==> config.mk <==
export PLATFORM = sky130hd
export DESIGN_NAME = mem_arbiter
export DESIGN_NICKNAME = d
export VERILOG_FILES = /design/src/rtl/mem_arbiter.sv
export SDC_FILE = /design/constraint.sdc
export NUM_CORES = 1
export LEC_CHECK = 0
export ABC_CLOCK_PERIOD_IN_PS = 1800
export BUFFER_PORTS_ARGS = -buffer_cell sky130_fd_sc_hd__buf_2
export CORE_AREA = 2 2 90 92
export DETAILED_ROUTE_END_ITERATION = 8
export DIE_AREA = 0 0 92 94
export HOLD_SLACK_MARGIN = 0.08
export PLACE_DENSITY = 0.75
export SLEW_MARGIN = 20
export SYNTH_ARGS = -nofsm -noshare
export SYNTH_HDL_FRONTEND = slang
export SYNTH_SLANG_ARGS = --single-unit
==> constraint.sdc <==
create_clock -name clk1 -period 1.8 [get_ports clk1]
set_input_delay 0.18 -clock clk1 [delete_from_list [all_inputs] [get_ports clk1]]
set_output_delay 0.18 -clock clk1 [all_outputs]
set_load 0.03 [all_outputs]
==> src/rtl/mem_arbiter.sv <==
// Two-port (fetch/data) arbiter onto a single-ported memory with fixed read latency.
// Alternating priority under contention; illegal fetches and protected writes complete as faults.
module mem_arbiter #(
    parameter int unsigned RD_LAT     = 1,
    parameter bit          IRAM_WR_EN = 1'b0
) (
    input  logic        clk1,
    input  logic        rst1_n,
    input  logic        f_req,
    input  logic [15:0] f_addr,
    output logic        f_ack,
    output logic        f_fault,
    output logic [15:0] f_rdata,
    input  logic        d_req,
    input  logic        d_we,
    input  logic [15:0] d_addr,
    input  logic [15:0] d_wdata,
    output logic        d_ack,
    output logic        d_fault,
    output logic [15:0] d_rdata,
    output logic        busy,
    output logic        Write1,
    output logic [15:0] ARr1,
    output logic [15:0] Inputs1,
    input  logic [15:0] RAM
);

    typedef enum logic [1:0] {IDLE, ISSUE, WAIT, DONE} state_t;

    localparam logic [1:0] WaitLoad = (RD_LAT == 0) ? 2'd0 : 2'(RD_LAT - 1);

    state_t      r_state, w_state;
    logic        r_gnt_d, w_gnt_d;     // current grant: 1 = data port
    logic        r_last_d, w_last_d;   // last grant: 1 = data port
    logic        r_we, w_we;
    logic        r_fault, w_fault;
    logic [1:0]  r_cnt, w_cnt;
    logic        r_write, w_write;
    logic [15:0] r_addr, w_addr;
    logic [15:0] r_wdata, w_wdata;
    logic [15:0] r_f_rdata, w_f_rdata;
    logic [15:0] r_d_rdata, w_d_rdata;
    logic        w_f_bad, w_d_bad, w_capture;

    assign w_f_bad = (f_addr[15:10] != 6'd0);
    assign w_d_bad = d_we && !IRAM_WR_EN && (d_addr[15:10] == 6'd0);

    always_comb begin
        w_state   = r_state;
        w_gnt_d   = r_gnt_d;
        w_last_d  = r_last_d;
        w_we      = r_we;
        w_fault   = r_fault;
        w_cnt     = r_cnt;
        w_write   = 1'b0;
        w_addr    = r_addr;
        w_wdata   = r_wdata;
        w_capture = 1'b0;
        case (r_state)
            IDLE: begin
                if (f_req || d_req) begin
                    // Under contention the port that lost last time wins.
                    w_gnt_d  = d_req && (!f_req || !r_last_d);
                    w_last_d = w_gnt_d;
                    w_we     = w_gnt_d && d_we;
                    w_fault  = w_gnt_d ? w_d_bad : w_f_bad;
                    if (w_fault) begin
                        w_state = DONE;
                    end else begin
                        w_state = ISSUE;
                        w_addr  = w_gnt_d ? d_addr : f_addr;
                        w_wdata = d_wdata;
                        w_write = w_gnt_d && d_we;
                    end
                end
            end
            ISSUE: begin
                if (RD_LAT == 0) begin
                    w_state   = DONE;
                    w_capture = 1'b1;
                end else begin
                    w_state = WAIT;
                    w_cnt   = WaitLoad;
                end
            end
            WAIT: begin
                if (r_cnt == 2'd0) begin
                    w_state   = DONE;
                    w_capture = 1'b1;
                end else begin
                    w_cnt = r_cnt - 2'd1;
                end
            end
            DONE: begin
                w_state = IDLE;
            end
            default: w_state = IDLE;
        endcase
    end

    always_comb begin
        w_f_rdata = r_f_rdata;
        w_d_rdata = r_d_rdata;
        if (w_capture && !r_we) begin
            if (r_gnt_d) begin
                w_d_rdata = RAM;
            end else begin
                w_f_rdata = RAM;
            end
        end
    end

    always_ff @(posedge clk1 or negedge rst1_n) begin
        if (!rst1_n) begin
            r_state   <= IDLE;
            r_gnt_d   <= 1'b0;
            r_last_d  <= 1'b1;
            r_we      <= 1'b0;
            r_fault   <= 1'b0;
            r_cnt     <= 2'd0;
            r_write   <= 1'b0;
            r_addr    <= 16'd0;
            r_wdata   <= 16'd0;
            r_f_rdata <= 16'd0;
            r_d_rdata <= 16'd0;
        end else begin
            r_state   <= w_state;
            r_gnt_d   <= w_gnt_d;
            r_last_d  <= w_last_d;
            r_we      <= w_we;
            r_fault   <= w_fault;
            r_cnt     <= w_cnt;
            r_write   <= w_write;
            r_addr    <= w_addr;
            r_wdata   <= w_wdata;
            r_f_rdata <= w_f_rdata;
            r_d_rdata <= w_d_rdata;
        end
    end

    assign busy    = (r_state != IDLE);
    assign f_ack   = (r_state == DONE) && !r_gnt_d;
    assign d_ack   = (r_state == DONE) && r_gnt_d;
    assign f_fault = f_ack && r_fault;
    assign d_fault = d_ack && r_fault;
    assign f_rdata = r_f_rdata;
    assign d_rdata = r_d_rdata;
    assign Write1  = r_write;
    assign ARr1    = r_addr;
    assign Inputs1 = r_wdata;

endmodule

==> metrics.md, run 1 <==
| Metric | Value |
|---|---|
| Least-Margin Pin Slew | `approximately 0.42 ns` |
| PD cells | `roughly 1900 nW/um2` |
| Worst r2r path cells | `6` |
| Vias in the first global route | `2,547` |
| Mean Syn Cell Area | `13.1 um2` |
| Hold Path Class | `in2reg` |
| Die area | `~8600 um2` |
| Final setup viols | `0` |
| Starting Density | `42.6%` |
| Required @ worst endpoint | `approximately 2.0 ns` |
| Cell taking the most area after synthesis | `dfrtp_1` |
| Die Span Y | `between 90 and 100 um` |
| R2r endpoint | `Inputs1[3]` |
| TritonCTS clock tree | `done` |
| CP Max Fanout | `19` |
| FMAX | `581 MHz` |
| Status | `finished, final reports clean` |
| GR Util All Layers | `about 17%` |
| Share of cells above drive strength 1 | `between 50 and 60%` |
| Number of routed nets with antenna violations | `0` |
| EDFF count, synth | `0` |
| CP max stage delay | `roughly 0.41 ns` |
| Power, Total | `~9 mW` |
| Drt drc | `0` |
| Avg WL per Cell | `13.7 um` |
| Largest net degree at the start of global routing | `between 40 and 50` |
| Initial antenna violation count | `0` |
| Total congestion overflow | `0` |
| Hold path depth | `2` |
| CTS HTree Levels | `3` |
| Max-slew violations | `0` |
| Core ar. | `approximately 7600 um2` |
| DRT iter0 DRCs | `46` |
| # diodes | `0` |
| CTS clk-pin slew, worst paths | `~0.080 ns` |
| Reg-to-reg slack, setup | `0.08 ns` |
| Die X | `between 90 and 100 um` |
| CP top delay family | `flip-flops` |
| Vias | `around 2,500` |
| Most frequent cells after synthesis | `dfrtp_1, nand2_1, mux2_2` |
| Pleak | `2.44 nW` |
| Detailed placer's ending HPWL | `between 5 and 6 mm` |
| Clock Skew | `0.0107 ns` |
| First-pass GRT wire length | `between 10 and 15 mm` |
| CP arrival | `between 1.5 and 2 ns` |
| Post-synth ARST share | `100%` |
| Total wire length | `approximately 7.3 mm` |
| Hold Path End | `f_rdata[4]` |
| Clock Latency Late Sink | `between 0.3 and 0.4 ns` |
| Area grow syn2layout | `43.5%` |
| CTS buffer count | `9` |
| Mapped cell area | `approximately 3200 um2` |
| Setup CP Type | `reg2reg` |
| Fin area | `~4700 um2` |
| Slew margin rel. | `71.9%` |
| Reg2reg start | `r_state[0]` |
| Sink Count | `73` |
| Crit path time final | `1.72 ns` |
| Mapped Cells | `about 250` |
| Crit start category | `register` |
| Post-cts resize count | `0` |
| Post-synthesis cell type count | `28` |
| Cell Area, Placed | `just over 4000 um2` |
| First-pass DRT Iterations | `4` |
| Leading cell type by number of instances after synthesis | `dfrtp_1` |
| RSZ-0062 raised after global routing | `no` |
| CP Cell Sequence | `inv_1 -> ha_1 -> o21ai_0 -> nand3b_4 -> buf_12 -> mux2_2` |
| Worst vdd rail ir drop | `about 840 uV` |
| CTS root buf | `clkbuf_8` |
| Worst setup startpoint | `r_state[0]` |
| Clk buf depth | `2` |
| Port Buf Inserts | `138` |
| Max_cap viols | `0` |
| Final worst-path cycle share | `~96%` |
| Ys flop type | `dfrtp_1` |
| Syn. warnings | `0` |
| Vias per cell | `between 4 and 5` |
| Final hold vios | `0` |
| I/O pin count | `~140` |
| Register area share after synthesis | `approximately 56%` |
| Syn_nets | `~320` |
| Synthesized flop and latch total | `between 70 and 80` |
| Worst Setup End Kind | `register` |
| Cell Rows | `32` |
| GPL Wtd Cong | `between 0.7 and 0.8` |
| Worst Hold Launch | `RAM[4]` |
| Worst-path cell with the longest stage delay | `dfrtp_1` |
| Synth area leaders | `dfrtp_1, mux2_4, mux2_2, nand2_1, ha_1` |
| Final nets | `498` |
| Buffers and inverters on the worst path | `2` |
| Post-synth top area share | `55.6%` |
-- state kept, by name, summed over array words and instances, names as in the netlist, 2 cells and up --
register / cells
ARr1: 16
f_rdata: 16
r_state: 2
Inputs1: 16
d_rdata: 16
r_cnt: 2
-- layout by cell type (no fill, tap or decap), types with 6 or more instances in the layout --
cell	instances
dfrtp_1	72
clkbuf_8	9
inv_1	7
buf_4	7
dlygate4sd3_1	26
mux2_4	28
nand2_1	56
nor2_1	6
mux2_2	37
buf_2	137
-- kinds of logic after synthesis --
kind of cell | after synthesis | synth area share (%)
AND/OR/NAND/NOR | 73 | 9.99
flip-flops | 73 | 56.4
multiplexers | 65 | 25.8
buffers and inverters | 16 | 2.58
AO/OA/AOI/OAI | 15 | 3.32
adder cells (fa/ha/maj) | 5 | 1.93
-- per-stage QoR --
| step | hold slack, ns | utilization [%] | setup WS (ns) | TNS [ns] | std cells |
|---|---|---|---|---|---|
| floorplan | -0.116 | - | 0.00547 | 0 | 247 |
| global placement | 0.150 | 54.5 | -0.00282 | -0.0285 | 488 |
| detailed placement | 0.150 | 54.5 | -0.0373 | -0.829 | 488 |
| CTS | 0.0800 | 61.1 | 0.0550 | 0 | 530 |
| global route | 0.0809 | 61.2 | 0.0142 | 0 | 531 |
| finish | 0.103 | 61.2 | 0.0782 | 0 | 531 |
-- worst max path at each step --
| stage | slack, ns | cells past startpoint | endpoint |
|---|---|---|---|
| 2_1_floorplan | 0.005 | 6 | f_rdata[10] |
| 3_3_place_gp | -0.003 | 6 | Inputs1[6] |
| 3_5_place_dp | -0.04 | 6 | ARr1[10] |
| 4_1_cts | 0.06 | 6 | Inputs1[3] |
| 5_1_grt | 0.01 | 6 | Inputs1[3] |
| 6_report | 0.08 | 6 | Inputs1[3] |
-- where the power goes --
group	internal (mW)	leakage (nW)	switching, mW
clock	0.929	0.117	0.604
combinational	1.88	1.45	2.63
sequential	2.45	0.874	0.458
-- per-layer routing --
layer | track usage [%] | vias to the layer above | wire length, um
met1 | 20.6 | 1147 | 3110
li1 | - | 1191 | -
met5 | 0 | - | 0
met3 | 3.45 | 12 | 437
met4 | 7.21 | 0 | 114
met2 | 30.8 | 111 | 3630
-- area by class of cell --
class | instances | area (um2)
timing repair buffer | 175 | 1100
fill | 613 | 2950
clock inverter | 6 | 115
sequential | 73 | 1830
tap | 102 | 128
clock buffer | 10 | 128
multi-input combinational | 158 | 1330
inverter | 7 | 26.3
-- timing repair --
action / in CTS / in global routing
setup buffers: 0 / 1
endpoints found under the setup margin: 0 / 1
hold endpoints to repair: 59 / 0
hold buffers: 26 / 0
Note: power is estimated with default switching activity, not from simulation.
==> inputs of run 2 (changes only) <==
==> config.mk (replaced) <==
export PLATFORM = sky130hd
export DESIGN_NAME = mem_arbiter
export DESIGN_NICKNAME = d
export VERILOG_FILES = /design/src/rtl/mem_arbiter.sv
export SDC_FILE = /design/constraint.sdc
export NUM_CORES = 1
export LEC_CHECK = 0
export ABC_CLOCK_PERIOD_IN_PS = 1770
export BUFFER_PORTS_ARGS = -buffer_cell sky130_fd_sc_hd__buf_2
export CORE_AREA = 2 2 87 89
export DETAILED_ROUTE_END_ITERATION = 8
export DIE_AREA = 0 0 89 91
export HOLD_SLACK_MARGIN = 0.08
export PLACE_DENSITY = 0.77
export SLEW_MARGIN = 20
export SYNTH_ARGS = -nofsm -noshare
export SYNTH_HDL_FRONTEND = slang
export SYNTH_SLANG_ARGS = --single-unit
==> constraint.sdc (replaced) <==
create_clock -name clk1 -period 1.77 [get_ports clk1]
set_input_delay 0.177 -clock clk1 [delete_from_list [all_inputs] [get_ports clk1]]
set_output_delay 0.177 -clock clk1 [all_outputs]
set_load 0.03 [all_outputs]
==> run 2 against run 1 <==
Effect of this change: core utilization rose by 4.2 points; critical path depth grew 1; non-clock buffer count increased by 1; total power rose by 0.81%; global-route usage rose by 1.6 points; via count increased by 1.4%; worst setup slack worse by 0.0014 ns; die area is 6.3% lower; clock power is 6% lower; sequential cell count unchanged; critical endpoint is now ARr1[10]; clock-buffer cell count unchanged; cell count decreased by 0.38%.
==> metrics.md, run 2 (synthesized netlist as in run 1, its figures left out) <==
| Metric | Value |
|---|---|
| Status | `finished, final reports clean` |
| Most frequent cells in the layout | `buf_2, dfrtp_1, nand2_1` |
| Clk pwr share | `16.0% (-1.1 points)` |
| Switch share | `41.7% (+0.42 points)` |
| Final Non-Filler Cells | `529 (-0.38%)` |
| Sink Count | `73 (unchanged)` |
| Worst r2r path cells | `6 (unchanged)` |
| I/O pin count | `139 (unchanged)` |
| Total wire length | `7.46 mm (+2.2%)` |
| Vias per cell | `4.72 (+1.8%)` |
| CTS HTree Levels | `3 (unchanged)` |
| Max_cap viols | `0 (unchanged)` |
| First-pass DRT Iterations | `4 (unchanged)` |
| Sw Pwr | `3.76 mW (+1.8%)` |
| Hold Path End | `d_rdata[10]` |
| Clk buf depth | `2 (unchanged)` |
| Avg WL per Cell | `14.1 um (+2.6%)` |
| Detailed placer's ending HPWL | `5.28 mm (+0.32%)` |
| Largest net degree at the start of global routing | `44 (+4.8%)` |
| DRT iter0 DRCs | `54 (+17%)` |
| Port Buf Inserts | `138 (unchanged)` |
| TritonCTS clock tree | `done` |
| Worst-path cell with the longest stage delay | `dlygate4sd3_1` |
| FMAX | `approximately 600 MHz` |
| Number of routed nets with antenna violations | `0 (unchanged)` |
| Worst vdd rail ir drop | `806 uV (-3.6%)` |
| Die X | `89 um (-3.3%)` |
| Least-Margin Pin Slew | `0.405 ns (-0.0154 ns)` |
| Area grow syn2layout | `43.9%` |
| CP Cell Sequence | `dlygate4sd3_1 -> buf_2 -> a21bo_2 -> o31ai_4 -> nand3b_4 -> clkbuf_16 -> mux2_4` |
| Reg-to-reg slack, setup | `0.11 ns (+0.03 ns)` |
| Setup CP Type | `in2reg` |
| Dpl cells | `486 (-0.41%)` |
| PD cells | `1940 nW/um2 (+0.54%)` |
| Cell Rows | `31 (-3.1%)` |
| Die area | `8100 um2 (-6.3%)` |
| Clock Skew | `0.00807 ns (-0.00265 ns)` |
| Clock Latency Late Sink | `0.33 ns (about the same)` |
| Initial antenna violation count | `0 (unchanged)` |
| First-pass GRT wire length | `11.9 mm (+1.1%)` |
| Crit start category | `input port` |
| CTS buffer count | `9 (unchanged)` |
| Final setup viols | `0 (unchanged)` |
| Slew margin rel. | `73.0% (+1.0 points)` |
| CTS root buf | `clkbuf_8` |
| Max-slew violations | `0 (unchanged)` |
| Combinational power share | `51.5% (+1.1 points)` |
| GPL Wtd Cong | `0.765 (+4.7%)` |
| RSZ-0062 raised after global routing | `no` |
| Final worst-path cycle share | `between 90% and 100%` |
| Starting Density | `45.4% (+2.8 points)` |
| Final hold vios | `0 (unchanged)` |
| Share of total power in sequential cells | `32.6% (about the same)` |
| Most common cell after layout, fill and taps aside | `buf_2` |
| Placement Setup Slack | `-0.100 ns (-0.0631 ns)` |
| Power, Total | `9.03 mW (+0.81%)` |
| Fin area | `4670 um2 (+0.27%)` |
| Pleak | `2.45 nW (+0.36%)` |
| Reg2reg start | `r_state[1]` |
| CP Max Fanout | `11 (-8)` |
| Share of cells above drive strength 1 | `55.3% (+0.34 points)` |
| Vias | `2,496 (+1.4%)` |
| Hold path depth | `2 (unchanged)` |
| Int Pwr | `5.27 mW (about the same)` |
| Worst Setup End Kind | `register` |
| Hold Path Class | `in2reg` |
| Total congestion overflow | `0 (unchanged)` |
| Die Span Y | `91 um (-3.2%)` |
| Cell Area, Placed | `4150 um2 (+0.24%)` |
| Hold WS | `0.0962 ns (-0.00669 ns)` |
| CP max stage delay | `0.56 ns (+0.15 ns)` |
| GR Util All Layers | `19.0% (+1.6 points)` |
| Required @ worst endpoint | `1.99 ns (-0.02 ns)` |
| Worst Hold Launch | `RAM[10]` |
| # diodes | `0 (unchanged)` |
| Final WS setup | `0.0768 ns (-0.00139 ns)` |
| Vias in the first global route | `2,519 (-1.1%)` |
| CTS clk-pin slew, worst paths | `0.08 ns (about the same)` |
| Crit path time final | `1.69 ns` |
| Drt drc | `0 (unchanged)` |
| R2r endpoint | `ARr1[10]` |
| Core ar. | `7140 um2 (-6.2%)` |
| Final nets | `499 (+0.20%)` |
| CP arrival | `1.91 ns (-0.02 ns)` |
## run 2: layout make-up
type / instances / area [um2]
clock buffer: 10 / 138
timing repair buffer: 176 / 1120
fill: 593 / 2470
sequential: 73 / 1830
inverter: 7 / 26.3
clock inverter: 6 / 90.1
multi-input combinational: 158 / 1340
tap: 99 / 124
## run 2: critical path: cells and delay by family
kind / cells / cell delay [ns]
AO/OA/AOI/OAI: 2 / 0.32
AND/OR/NAND/NOR: 1 / 0.17
multiplexers: 1 / 0.29
buffers and inverters: 3 / 0.94
## run 2: worst max path at each step
stage / startpoint / to / slack, ns
after detailed placement: f_addr[13] / Inputs1[5] / -0.10
after global routing: r_state[1] / ARr1[10] / 0.01
after floorplan: r_state[0] / ARr1[0] / 0.03
final: f_req / ARr1[10] / 0.08
after CTS: r_state[1] / Inputs1[3] / 0.03
after global placement: f_addr[13] / Inputs1[5] / -0.05
## run 2: stage by stage
step / util, % / TNS (ns)
final: 65.4 / 0
after global routing: 65.4 / 0
after global placement: 58.2 / -1.23
after CTS: 64.6 / 0
after detailed placement: 58.2 / -2.37
after floorplan: - / 0
## run 2: layer usage
metal	share of wire, %	GRT usage [%]	up-vias
met3	8.4	5.27	12
met4	1.8	7.34	0
met1	42	23.6	1160
met5	0	0	-
li1	-	-	1198
met2	48	31.2	126
## run 2: repair_timing
item                                    in CTS  in global routing
setup buffers                                0                  0
endpoints found under the setup margin       0                 21
hold buffers                                23                  3
gates resized for setup                      0                  1
hold endpoints to repair                    53                  4
## run 2: power groups by stage
stage / Sequential, mW / Clock (mW) / Combinational [mW]
after floorplan: 4.42 / 0 / 1.75
after global placement: 2.95 / 0 / 4.51
after detailed placement: 2.96 / 0 / 4.62
after CTS: 2.94 / 1.48 / 4.65
after global routing: 3.05 / 1.56 / 4.96
final: 2.94 / 1.44 / 4.65
==> inputs of run 3 (changes only) <==
--- a/config.mk
+++ b/config.mk
@@ -5,7 +5,7 @@
 export SDC_FILE = /design/constraint.sdc
 export NUM_CORES = 1
 export LEC_CHECK = 0
-export ABC_CLOCK_PERIOD_IN_PS = 1770
+export ABC_CLOCK_PERIOD_IN_PS = 1700
 export BUFFER_PORTS_ARGS = -buffer_cell sky130_fd_sc_hd__buf_2
 export CORE_AREA = 2 2 87 89
 export DETAILED_ROUTE_END_ITERATION = 8
==> constraint.sdc (replaced) <==
create_clock -name clk1 -period 1.7 [get_ports clk1]
set_input_delay 0.17 -clock clk1 [delete_from_list [all_inputs] [get_ports clk1]]
set_output_delay 0.17 -clock clk1 [all_outputs]
set_load 0.03 [all_outputs]
==> run 3 against run 2 <==
Effect of this change: critical path depth stayed put; sequential share of layout area is 0.58 points lower; global-route usage is 0.51 points higher; sequential power is 5% higher; die area stayed put; non-clock buffer count is 9 higher; clock skew is 0.0045 ns higher; largest cell class unchanged.
==> metrics.md, run 3 (synthesized netlist as in run 1, its figures left out) <==
| Metric | Value |
|---|---|
| Share of cells above drive strength 1 | `55.1% (-0.22 points)` |
| GR Util All Layers | `19.5% (+0.51 points)` |
| Clock Latency Late Sink | `0.34 ns (about the same)` |
| Hold path depth | `2 (unchanged)` |
| Critical path depth in cells | `7 (unchanged)` |
| CTS clk-pin slew, worst paths | `0.07 ns (about the same)` |
| CP Max Fanout | `10 (-1)` |
| CTS buffer count | `9 (unchanged)` |
| CP top delay family | `buffers and inverters` |
| Sink Count | `73 (unchanged)` |
| Initial antenna violation count | `0 (unchanged)` |
| Power, Total | `9.36 mW (+3.6%)` |
| Cell Rows | `31 (unchanged)` |
| Slew margin rel. | `74.8% (+1.9 points)` |
| Vias | `2,494 (-0.080%)` |
| Max-slew violations | `0 (unchanged)` |
| Fill count | `556 (-6.2%)` |
| Share of total power in sequential cells | `33.0% (+0.4 points)` |
| DRT iter0 DRCs | `91 (+69%)` |
| Final setup viols | `0 (unchanged)` |
| Fin area | `4740 um2 (+1.5%)` |
| Final WS setup | `0.0617 ns (-0.0151 ns)` |
| CTS HTree Levels | `3 (unchanged)` |
| Vias in the first global route | `2,535 (+0.64%)` |
| Starting Density | `45.4% (unchanged)` |
| Reg-to-reg slack, setup | `0.09 ns (-0.02 ns)` |
| CP max stage delay | `0.54 ns (-0.02 ns)` |
| Total congestion overflow | `0 (unchanged)` |
| Vias per cell | `4.64 (-1.8%)` |
| Status | `finished, final reports clean` |
| Total wire length | `7.78 mm (+4.4%)` |
| Buffers and inverters on the worst path | `3 (unchanged)` |
| Final nets | `508 (+1.8%)` |
| Hold Path Class | `in2reg` |
| Dpl cells | `487 (+0.21%)` |
| Clock Skew | `0.0126 ns (+0.00453 ns)` |
| Detailed placer's ending HPWL | `5.54 mm (+4.9%)` |
| Core ar. | `7140 um2 (unchanged)` |
| Die area | `8100 um2 (unchanged)` |
| Most frequent cells in the layout | `buf_2, dfrtp_1, nand2_1` |
| Die Span Y | `91 um (unchanged)` |
| Pleak | `2.49 nW (+1.3%)` |
| Placement Setup Slack | `-0.139 ns (-0.0390 ns)` |
| Least-Margin Pin Slew | `0.372 ns (-0.0332 ns)` |
| Crit start category | `input port` |
| Final hold vios | `0 (unchanged)` |
| Clk pwr share | `14.6% (-1.4 points)` |
| Switch share | `42.6% (+0.90 points)` |
| GPL Wtd Cong | `0.779 (+1.7%)` |
| Setup CP Type | `in2reg` |
| Most common cell after layout, fill and taps aside | `buf_2` |
| Cell Area, Placed | `4160 um2 (+0.18%)` |
| Avg WL per Cell | `14.5 um (+2.6%)` |
| Worst r2r path cells | `6 (unchanged)` |
| Final Non-Filler Cells | `538 (+1.7%)` |
| Max_cap viols | `0 (unchanged)` |
| Drt drc | `0 (unchanged)` |
| Sw Pwr | `3.98 mW (+5.8%)` |
| FMAX | `around 610 MHz` |
| CP arrival | `1.86 ns (-0.05 ns)` |
| Final worst-path cycle share | `96.4%` |
| Worst Setup End Kind | `register` |
| Worst-path cell with the longest stage delay | `dlygate4sd3_1` |
| RSZ-0062 raised after global routing | `no` |
| Crit path time final | `~1.6 ns` |
| Required @ worst endpoint | `1.92 ns (-0.07 ns)` |
| Clk buf depth | `2 (unchanged)` |
| TritonCTS clock tree | `done` |
| I/O pin count | `139 (unchanged)` |
| Combinational power share | `52.4% (+0.9 points)` |
| Hold WS | `0.0916 ns (-0.00466 ns)` |
| CTS root buf | `clkbuf_8` |
| Area grow syn2layout | `46.1%` |
| First-pass DRT Iterations | `4 (unchanged)` |
| # diodes | `0 (unchanged)` |
| Die X | `89 um (unchanged)` |
| Int Pwr | `5.37 mW (+2.0%)` |
| Largest net degree at the start of global routing | `35 (-20%)` |
| Worst vdd rail ir drop | `888 uV (+10%)` |
| Number of routed nets with antenna violations | `0 (unchanged)` |
| PD cells | `1980 nW/um2 (+2.1%)` |
| First-pass GRT wire length | `12.2 mm (+2.4%)` |
| CP Cell Sequence | `dlygate4sd3_1 -> buf_2 -> a21bo_2 -> o31ai_4 -> nand3b_4 -> clkbuf_16 -> mux2_4` |
| Port Buf Inserts | `138 (unchanged)` |
==> run 3: final timing paths <==
path                             from     endpoint
max                             f_req     ARr1[14]
min                            RAM[8]   f_rdata[8]
max reg2reg                r_state[0]  f_rdata[14]
min reg2reg                  r_cnt[1]     r_cnt[1]
max in group asynchronous      rst1_n       Write1
min in group asynchronous      rst1_n         r_we
==> run 3: what timing repair did <==
action / 4_1_cts / 5_1_grt
buffers inserted: 0 / 1
endpoints found under the hold margin: 99 / 1
hold buffers: 32 / 1
gates resized for setup: 0 / 3
setup endpoints to repair: 0 / 25
==> run 3: power by group through the flow <==
stage          registers [mW]  clock network (mW)  logic [mW]
6_report                 3.08                1.37        4.90
3_3_place_gp             3.08                   0        4.70
5_1_grt                  3.18                1.49        5.21
2_1_floorplan            4.60                   0        1.83
4_1_cts                  3.07                1.40        4.88
3_5_place_dp             3.09                   0        4.82
==> run 3: final cells by class <==
type	count	area, um2	area share [%]
flip-flops and latches	73	1830	38.6
well taps	99	124	2.61
multi-input cells	158	1340	28.4
clock inverters	6	66.3	1.40
clock buffers	10	138	2.91
repair buffers	185	1210	25.6
inverters	7	26.3	0.555
==> run 3: metal layers <==
layer | global-route usage [%] | wire length, um | share of wire, % | vias up
met2 | 33.0 | 3840 | 49 | 101
met5 | 0 | 0 | 0 | -
met3 | 4.64 | 518 | 6.7 | 10
li1 | - | - | - | 1211
met1 | 24.1 | 3330 | 43 | 1172
met4 | 6.84 | 92 | 1.2 | 0
==> run 3: through the flow <==
step / TNS, ns / utilization (%)
finish: 0 / 66.4
CTS: 0 / 65.7
global placement: -2.81 / 58.3
floorplan: -0.240 / -
global route: 0 / 66.4
detailed placement: -3.72 / 58.3
